### config.mk
export PLATFORM = sky130hd
export DESIGN_NAME = fifo_to_between_flat
export DESIGN_NICKNAME = d
export VERILOG_FILES = /design/src/rtl/fifo_to_between_if.sv /design/src/rtl/fifo_to_between.sv /design/src/flat_wrapper.sv
export SDC_FILE = /design/constraint.sdc
export NUM_CORES = 1
export LEC_CHECK = 0
export ABC_AREA = 1
export CORE_MARGIN = 3
export CORE_UTILIZATION = 36
export DETAILED_ROUTE_END_ITERATION = 10
export HOLD_SLACK_MARGIN = 0.05
export PLACE_DENSITY = 0.68
export SETUP_SLACK_MARGIN = 0.15
export SYNTH_ARGS = -nofsm -noshare
export SYNTH_HDL_FRONTEND = slang
export SYNTH_SLANG_ARGS = --single-unit
export TNS_END_PERCENT = 10
### constraint.sdc
create_clock -name clk -period 1.5 [get_ports clk]
set_input_delay 0.15 -clock clk [delete_from_list [all_inputs] [get_ports clk]]
set_output_delay 0.15 -clock clk [all_outputs]
set_load 0.03 [all_outputs]
### src/rtl/fifo_to_between_if.sv
// Handshake bundle between the transmit FSM, its source FIFO and the remote receiver.
// The master side is the transmitter; the slave side is the FIFO/receiver environment.
interface fifo_to_between_if;
    logic       fifo_empty;
    logic [7:0] fifo_dout;
    logic       fifo_re;
    logic       trecieve;
    logic       tsent;
    logic       t0;
    logic       t1;
    logic       t2;
    logic       t3;
    logic       t4;
    logic       t5;
    logic       t6;
    logic       t7;

    modport master (
        input  fifo_empty, fifo_dout, trecieve,
        output fifo_re, tsent, t0, t1, t2, t3, t4, t5, t6, t7
    );

    modport slave (
        output fifo_empty, fifo_dout, trecieve,
        input  fifo_re, tsent, t0, t1, t2, t3, t4, t5, t6, t7
    );
endinterface

### src/rtl/fifo_to_between.sv
// Transmit side of the parallel "between" link: pops a FIFO byte, folds it into a
// bit-serial CRC-8 (x^8+x^2+x+1), then sends it under a 4-phase tsent/trecieve handshake.
module fifo_to_between #(
    parameter int         TIMEOUT  = 1023,
    parameter logic [7:0] CRC_INIT = 8'h00
) (
    input  logic                  clk,
    input  logic                  reset,
    input  logic                  enable,
    input  logic                  crc_clear,
    fifo_to_between_if.master     bus,
    output logic [7:0]            CRC,
    output logic                  isFinish,
    output logic [3:0]            error,
    output logic [15:0]           byte_count
);

    localparam int          TW      = (TIMEOUT > 1) ? $clog2(TIMEOUT + 1) : 1;
    localparam logic [TW-1:0] TO_LAST = (TIMEOUT > 0) ? TW'(TIMEOUT - 1) : '0;
    localparam bit          TO_EN   = (TIMEOUT > 0);

    typedef enum logic [2:0] {
        S_IDLE    = 3'd0,
        S_READ    = 3'd1,
        S_LATCH   = 3'd2,
        S_CRC     = 3'd3,
        S_SEND    = 3'd4,
        S_RELEASE = 3'd5
    } state_t;

    function automatic logic [7:0] crc8_step(input logic [7:0] crc, input logic din);
        logic fb;
        fb = crc[7] ^ din;
        return {crc[6:0], 1'b0} ^ (fb ? 8'h07 : 8'h00);
    endfunction

    state_t          r_state;
    state_t          w_next;
    logic [7:0]      r_crc,    w_crc;
    logic [7:0]      r_byte,   w_byte;
    logic [2:0]      r_idx,    w_idx;
    logic [TW-1:0]   r_tcnt,   w_tcnt;
    logic [2:0]      r_err,    w_err;
    logic [15:0]     r_count,  w_count;
    logic            r_tsent,  w_tsent;
    logic [7:0]      r_tbits,  w_tbits;
    logic            r_fifo_re, w_fifo_re;
    logic            r_finish;
    logic            w_finish;
    logic            w_timeout;

    // The counter value seen on the last allowed wait cycle ends the handshake edge.
    assign w_timeout = TO_EN && (r_tcnt == TO_LAST);
    assign w_finish  = (w_next == S_IDLE);

    // Next-state and next-output logic; everything holds unless enable is high.
    always_comb begin
        w_next    = r_state;
        w_crc     = r_crc;
        w_byte    = r_byte;
        w_idx     = r_idx;
        w_tcnt    = r_tcnt;
        w_err     = r_err;
        w_count   = r_count;
        w_tsent   = r_tsent;
        w_tbits   = r_tbits;
        w_fifo_re = 1'b0;
        if (enable) begin
            case (r_state)
                S_IDLE: begin
                    w_tsent = 1'b0;
                    if (bus.trecieve) begin
                        w_err[2] = 1'b1;
                    end else begin
                        w_err[2] = r_err[2];
                    end
                    // A CRC reload wins over starting a byte in the same cycle.
                    if (crc_clear) begin
                        w_crc  = CRC_INIT;
                        w_next = S_IDLE;
                    end else if (!bus.fifo_empty) begin
                        w_next    = S_READ;
                        w_fifo_re = 1'b1;
                    end else begin
                        w_next = S_IDLE;
                    end
                end
                S_READ: begin
                    w_next = S_LATCH;
                end
                S_LATCH: begin
                    w_byte = bus.fifo_dout;
                    w_idx  = 3'd7;
                    w_next = S_CRC;
                end
                S_CRC: begin
                    w_crc = crc8_step(r_crc, r_byte[r_idx]);
                    // Present the data bits early so they are settled before tsent rises.
                    if (r_idx == 3'd7) begin
                        w_tbits = r_byte;
                    end else begin
                        w_tbits = r_tbits;
                    end
                    if (r_idx == 3'd0) begin
                        w_next  = S_SEND;
                        w_tsent = 1'b1;
                        w_tcnt  = '0;
                    end else begin
                        w_idx  = r_idx - 3'd1;
                        w_next = S_CRC;
                    end
                end
                S_SEND: begin
                    if (bus.trecieve) begin
                        w_tsent = 1'b0;
                        w_tcnt  = '0;
                        w_next  = S_RELEASE;
                    end else if (w_timeout) begin
                        w_err[0] = 1'b1;
                        w_tsent  = 1'b0;
                        w_next   = S_IDLE;
                    end else begin
                        w_tcnt = r_tcnt + TW'(1);
                        w_next = S_SEND;
                    end
                end
                S_RELEASE: begin
                    if (!bus.trecieve) begin
                        w_count = r_count + 16'd1;
                        w_next  = S_IDLE;
                    end else if (w_timeout) begin
                        w_err[1] = 1'b1;
                        w_next   = S_IDLE;
                    end else begin
                        w_tcnt = r_tcnt + TW'(1);
                        w_next = S_RELEASE;
                    end
                end
                default: begin
                    w_tsent = 1'b0;
                    w_next  = S_IDLE;
                end
            endcase
        end else begin
            w_next = r_state;
        end
    end

    // State register.
    always_ff @(posedge clk) begin
        if (reset) begin
            r_state <= S_IDLE;
        end else begin
            r_state <= w_next;
        end
    end

    // Datapath and output registers.
    always_ff @(posedge clk) begin
        if (reset) begin
            r_crc     <= CRC_INIT;
            r_byte    <= 8'h00;
            r_idx     <= 3'd0;
            r_tcnt    <= '0;
            r_err     <= 3'b000;
            r_count   <= 16'd0;
            r_tsent   <= 1'b0;
            r_tbits   <= 8'h00;
            r_fifo_re <= 1'b0;
            r_finish  <= 1'b1;
        end else begin
            r_crc     <= w_crc;
            r_byte    <= w_byte;
            r_idx     <= w_idx;
            r_tcnt    <= w_tcnt;
            r_err     <= w_err;
            r_count   <= w_count;
            r_tsent   <= w_tsent;
            r_tbits   <= w_tbits;
            r_fifo_re <= w_fifo_re;
            r_finish  <= w_finish;
        end
    end

    assign bus.fifo_re = r_fifo_re;
    assign bus.tsent   = r_tsent;
    assign bus.t0      = r_tbits[7];
    assign bus.t1      = r_tbits[6];
    assign bus.t2      = r_tbits[5];
    assign bus.t3      = r_tbits[4];
    assign bus.t4      = r_tbits[3];
    assign bus.t5      = r_tbits[2];
    assign bus.t6      = r_tbits[1];
    assign bus.t7      = r_tbits[0];
    assign CRC         = r_crc;
    assign isFinish    = r_finish;
    assign error       = {1'b0, r_err};
    assign byte_count  = r_count;

endmodule

### src/flat_wrapper.sv
// flat-port wrapper written by rule: the top's interface ports become plain ports
module fifo_to_between_flat 
#(
    parameter int         TIMEOUT  = 1023,
    parameter logic [7:0] CRC_INIT = 8'h00
)
  (clk, reset, enable, crc_clear, CRC, isFinish, error, byte_count, bus_fifo_empty, bus_fifo_dout, bus_trecieve, bus_fifo_re, bus_tsent, bus_t0, bus_t1, bus_t2, bus_t3, bus_t4, bus_t5, bus_t6, bus_t7);
  fifo_to_between_if bus_i ();
  input  logic clk;
  input  logic reset;
  input  logic enable;
  input  logic crc_clear;
  output logic [7:0] CRC;
  output logic isFinish;
  output logic [3:0] error;
  output logic [15:0] byte_count;
  input wire logic [$bits(bus_i.fifo_empty)-1:0] bus_fifo_empty;
  input wire logic [$bits(bus_i.fifo_dout)-1:0] bus_fifo_dout;
  input wire logic [$bits(bus_i.trecieve)-1:0] bus_trecieve;
  output wire logic [$bits(bus_i.fifo_re)-1:0] bus_fifo_re;
  output wire logic [$bits(bus_i.tsent)-1:0] bus_tsent;
  output wire logic [$bits(bus_i.t0)-1:0] bus_t0;
  output wire logic [$bits(bus_i.t1)-1:0] bus_t1;
  output wire logic [$bits(bus_i.t2)-1:0] bus_t2;
  output wire logic [$bits(bus_i.t3)-1:0] bus_t3;
  output wire logic [$bits(bus_i.t4)-1:0] bus_t4;
  output wire logic [$bits(bus_i.t5)-1:0] bus_t5;
  output wire logic [$bits(bus_i.t6)-1:0] bus_t6;
  output wire logic [$bits(bus_i.t7)-1:0] bus_t7;
  assign bus_i.fifo_empty = bus_fifo_empty;
  assign bus_i.fifo_dout = bus_fifo_dout;
  assign bus_i.trecieve = bus_trecieve;
  assign bus_fifo_re = bus_i.fifo_re;
  assign bus_tsent = bus_i.tsent;
  assign bus_t0 = bus_i.t0;
  assign bus_t1 = bus_i.t1;
  assign bus_t2 = bus_i.t2;
  assign bus_t3 = bus_i.t3;
  assign bus_t4 = bus_i.t4;
  assign bus_t5 = bus_i.t5;
  assign bus_t6 = bus_i.t6;
  assign bus_t7 = bus_i.t7;
  fifo_to_between #(.TIMEOUT(TIMEOUT), .CRC_INIT(CRC_INIT)) u_core (.clk(clk), .reset(reset), .enable(enable), .crc_clear(crc_clear), .bus(bus_i), .CRC(CRC), .isFinish(isFinish), .error(error), .byte_count(byte_count));
endmodule
; Word-level counts from Yosys, hierarchy flattened
; Cells that the tools add are included.
[word_totals]
reg_bits = 62
elab_cells = 79
in_bits = 14
output_inout_bits = 39
[op_classes]
muxes = 26
magnitude_cmp = 1
add_sub_neg = 3
bitwise = 6
reduce_logical = 18
n_eq_ne = 12
[ops]
columns = cell, count
row1 = two-way mux 10 bit, 4
row2 = one-hot mux 10 bit (3 select lines), 1
row3 = two-way mux 3 bit, 9
row4 = one-hot mux 3 bit (6 select lines), 1
row5 = adder 16 x 1 -> 16 bit (second input constant), 1
row6 = one-hot mux 8 bit (2 select lines), 1
row7 = AND reduction 4 bit, 4
row8 = AND reduction 3 bit, 5
row9 = adder 10 x 1 -> 10 bit (second input constant), 1
row10 = equality test 10 bit (second input constant), 1
row11 = equality test 3 bit (second input constant), 3
row12 = zero test 3 bit, 3
row13 = two-way mux 8 bit, 1
row14 = bitwise XOR 8 bit, 1
row15 = equality test 3 x 2 -> 1 bit (second input constant), 2
row16 = two-way mux 1 bit, 6
row17 = != test 2 bit (second input constant), 3
row18 = one-hot mux 3 bit (2 select lines), 1
row19 = less-than comparator 3 x 4 -> 1 bit (second input constant), 1
row20 = NOT 1 bit, 4
row21 = nonzero test 2 bit, 2
row22 = OR reduction 4 bit, 1
row23 = binary-select mux 1 bit (select 3 bit), 1
row24 = equality test 3 x 1 -> 1 bit (second input constant), 1
row25 = other kinds (8), 8

; Depth between registers and ports, before layout
[logic_depth]
ltp_word = 6
ltp_mapped = 14
depth_no_buf = 14

; Worst setup path before layout
; OpenSTA, ideal clock, no wires.
[synth_timing]
path_kind = flip-flop to flip-flop
start = register u_core.r_count[0], in the netlist u_core.byte_count[0]
end = register u_core.r_count[14], in the netlist u_core.byte_count[14]
synth_period_minus_slack_ns = 1.753
setup_ns = 0.116
path_buffers = 0
t_arrival_ns = 1.637
path_stages_with_launch = 11
t_required_ns = 1.384
path_slack_ns = -0.253
path_cell_list = dfxtp_1 > ha_1 > nand2_1 > nor3_2 > nand2_2 > nor2_4 > nand2_4 > nor2_4 > nand3_1 > nand2_1 > nor2_1
[synth_via]
elab_chain_cells = 1
[synth_lines]
columns = item, line_no
row1 = from (decl), fifo_to_between.sv:44  ; logic [15:0] r_count, w_count;
row2 = from (signal assigned), fifo_to_between.sv:177  ; r_count <= w_count;
row3 = adder 16 x 1 -> 16 bit, fifo_to_between.sv:129  ; w_count = r_count + 16'd1;
; Every way passes these cells.
; A chain may end at the register's enable or synchronous reset.

; Worst setup path after layout
[layout_timing]
start = register u_core.r_state[0]
end = register u_core.r_count[14], in the netlist u_core.byte_count[14]
[layout_via]
elab_chain_cells = 2
[layout_lines]
columns = item, line_no
row1 = from (decl), fifo_to_between.sv:37  ; state_t r_state;
row2 = from (signal assigned), fifo_to_between.sv:154  ; r_state <= w_next;
row3 = equality test 3 bit, fifo_to_between.sv:69  ; case (r_state)
row4 = AND reduction 3 bit (no source line), -
; Every way passes these cells.

==> qor.yml <==
status: "complete, but fails checks"
violations: "negative setup slack"
holdPathStages: 3
die_x_um: 99.0
routed_wl_mm: 8.19
cpMostUsedCell: "nor2_4"
reg2reg_setup_slack_ns: -0.009
yosys.area_share.simple: 0.340
grt_pass1_wl_mm: 13.3
synth_top_family_by_area: "simple AND/OR/NAND/NOR gates"
place_inst: 619
hold_path.class: "in -> reg"
io_buffers: 51
min_period_ns: 1.51
dpl_cell_area_mm2: 0.00409
reg2reg_depth: 11
ir_worst_vdd_uv: 617
yosys.cell_types.count: 41
antenna_cells: 0
layout.cells.non_filler: 643
cts_num_sinks: 62
fp.dieH_um: 99.0
cp-start-kind: "flip-flop"
critPathMaxFanout: 7
final_cell_mix: "nand2_1 (90), buf_4 (53), dfxtp_1 (49), a21oi_1 (42), inv_1 (39)"
synth_compound_area_frac: 0.143
boundaryPins: 53
fmax_mhz: 663
syn_inst: 427
holdBufCountCts: 0
finClkSkew_ns: 0.00686
multi_input_area_mm2: 0.00178
design_area_mm2: 0.00455
hold_viol: 0
wl_per_cell_um: 12.7
initial_core_util: 0.375
gp_congestion: 0.942
area_growth_pct: 46.1
rsz0062_at_grt: "true"
timing.hold.ws_ns: 0.425
nFillCells: 759
cap_viol_max_count: 0
worst-setup-path-type: "reg -> reg"
drtAntennaViolNets: 0
grt_max_degree: 28
cts_tree: "yes"
synthAdderAreaFrac: 0.0241
drtIter0Drc: 84
holdPathEnd: "u_core.r_byte[7]"
viasPerCell: 4.86
synth_mux_area_frac: 0
num_rows: 33
detailed_place_hpwl_mm: 5.82
synth_xor_area_frac: 0.00844
yosys_register_bits: 62
drive_gt1_frac: 0.299
synthesis.area_mm2: 0.00311
ys_warn_count: 0
synth.avg_cell_area_um2: 7.29
critPathRequiredTime_ns: 1.74
fin_nets: 553
dieArea_mm2: 0.00980
synth_ff_type: "dfxtp_1"
hp-start: "bus_fifo_dout[7]"
grt_antenna_before_repair: 0
overflow: 0
async_flop_share: 0
setup_viol_count_final: 1
r2r-end: "u_core.byte_count[14]"
reg2reg_from: "u_core.r_state[0]"
cpMaxStageDelayCell: "dfxtp_4"
core_area_mm2: 0.00830
place_ws_ns: -0.216
synth_nets: 447
clk_pin_slew_ns: 0.08
worstPathArrival_ns: 1.75
p_leak_nw: 2.06
drt-pass1-iter-count: 4
crit_path_cell_trace: "inv_8 > nor2_4 > nand2_4 > nor2_8 > nand2_2 > nor2_4 > nand2_4 > nor2_4 > nand3_1 > nand2_1 > nor2_1"
worst_slack_ns: -0.00876
synth_edf_count: 0
grt_use_total: 0.164
slew_violations: 0
grt_pass1_vias: 3132
finalCritPeriodShare: 1.01
seq_area_frac_synth: 0.399
layout_commonest_cell: "nand2_1"
worst_path_largest_cell_delay_ns: 0.43
num_vias: 3122
insertion_delay_ns: 0.34
cts_buffer_depth: 2
drc: 0
endpoint_kind: "flip-flop"
power_density_mw_per_mm2: 826
htree_num_levels: 3
root_buffer: "clkbuf_8"
cts_buffers: 9
regArea_mm2: 0.00127
[kinds of logic (layout without fill, tap and decap cells)]
logic type,after synthesis,in the layout
compound gates,83,83
xor+xnor,3,3
fa+ha+maj,6,6
buf+inv,60,171
flops,62,62
other cells,1,1
simple gates,212,212
[repair_timing]
item / 4_1_cts / 5_1_grt
gates cloned: 0 / 0
endpoints found under the setup margin: 73 / 58
pin swaps: 9 / 8
buffers inserted: 5 / 3
gates resized for setup: 66 / 35
[critical path, delay by kind of cell (launching register included)]
family,cells,cell delay [ns]
and+or+nand+nor,10,0.93
buffers and inverters,1,0.06
DFF,1,0.43
[stage by stage]
step                      total power (W)   TNS, ns  utilization
after CTS                         0.00380   -0.0556        0.534
after global placement            0.00196     -1.55        0.493
final                             0.00376  -0.00876        0.548
after global routing              0.00390    -0.644        0.548
after detailed placement          0.00196     -2.10        0.493
after floorplan                   0.00186         0            -
[worst max path at each step]
stage	from	endpoint	slack, ns	cells past startpoint
after global placement	bus_trecieve	u_core.byte_count[14]	-0.19	11
after global routing	u_core.byte_count[1]	u_core.byte_count[14]	-0.10	10
after CTS	u_core.r_state[1]	u_core.byte_count[14]	-0.01	11
after floorplan	u_core.r_idx[0]	u_core.r_idx[2]	0.03	8
after detailed placement	bus_trecieve	u_core.byte_count[14]	-0.22	11
final	u_core.r_state[0]	u_core.byte_count[14]	-0.009	11
[state kept, by name, indices dropped and copies added, names as in the netlist]
register and flops:
u_core.byte_count 16, u_core.r_tcnt 10, u_core.CRC 8, u_core.r_byte 8, u_core.r_tbits 8, u_core.r_err 3
u_core.r_idx 3, u_core.r_state 3, u_core.bus.fifo_re 1, u_core.bus.tsent 1, u_core.isFinish 1
[cells in the mapped netlist, types with 3 or more instances]
| cell type | n | share of area |
|---|---|---|
| a21oi_1 | 45 | 0.072 |
| a31oi_1 | 5 | 0.010 |
| clkbuf_1 | 6 | 0.0072 |
| dfxtp_1 | 62 | 0.40 |
| ha_1 | 6 | 0.024 |
| inv_1 | 41 | 0.049 |
| inv_2 | 4 | 0.0048 |
| inv_4 | 3 | 0.0060 |
| nand2_1 | 101 | 0.12 |
| nand2_2 | 7 | 0.014 |
| nand3_1 | 31 | 0.050 |
| nand3b_1 | 3 | 0.0072 |
| nand4_1 | 5 | 0.010 |
| nor2_1 | 30 | 0.036 |
| nor2_2 | 5 | 0.010 |
| nor2_4 | 6 | 0.022 |
| nor3_1 | 10 | 0.016 |
| nor3_2 | 3 | 0.0096 |
| o21ai_0 | 23 | 0.037 |
[metal layers]
| metal | GRT usage | routed length [um] | up-vias |
|---|---|---|---|
| li1 | - | - | 1616 |
| met1 | 0.192 | 3680 | 1428 |
| met2 | 0.291 | 4130 | 64 |
| met3 | 0.0410 | 264 | 14 |
| met4 | 0.0557 | 119 | 0 |
| met5 | 0 | 0 | - |
[cell type report]
class / count / area share
Sequential cell: 62 / 0.279
Timing Repair Buffer: 106 / 0.199
Inverter: 49 / 0.0465
Clock inverter: 7 / 0.0267
Tap cell: 105 / 0.0289
Multi-Input combinational cell: 305 / 0.392
Clock buffer: 9 / 0.0272
[where the power goes]
group | internal [W] | switching (W)
sequential | 0.00166 | 0.0000164
clock | 0.00111 | 0.000714
combinational | 0.000108 | 0.000151
Note: power is estimated with default switching activity, not from simulation.
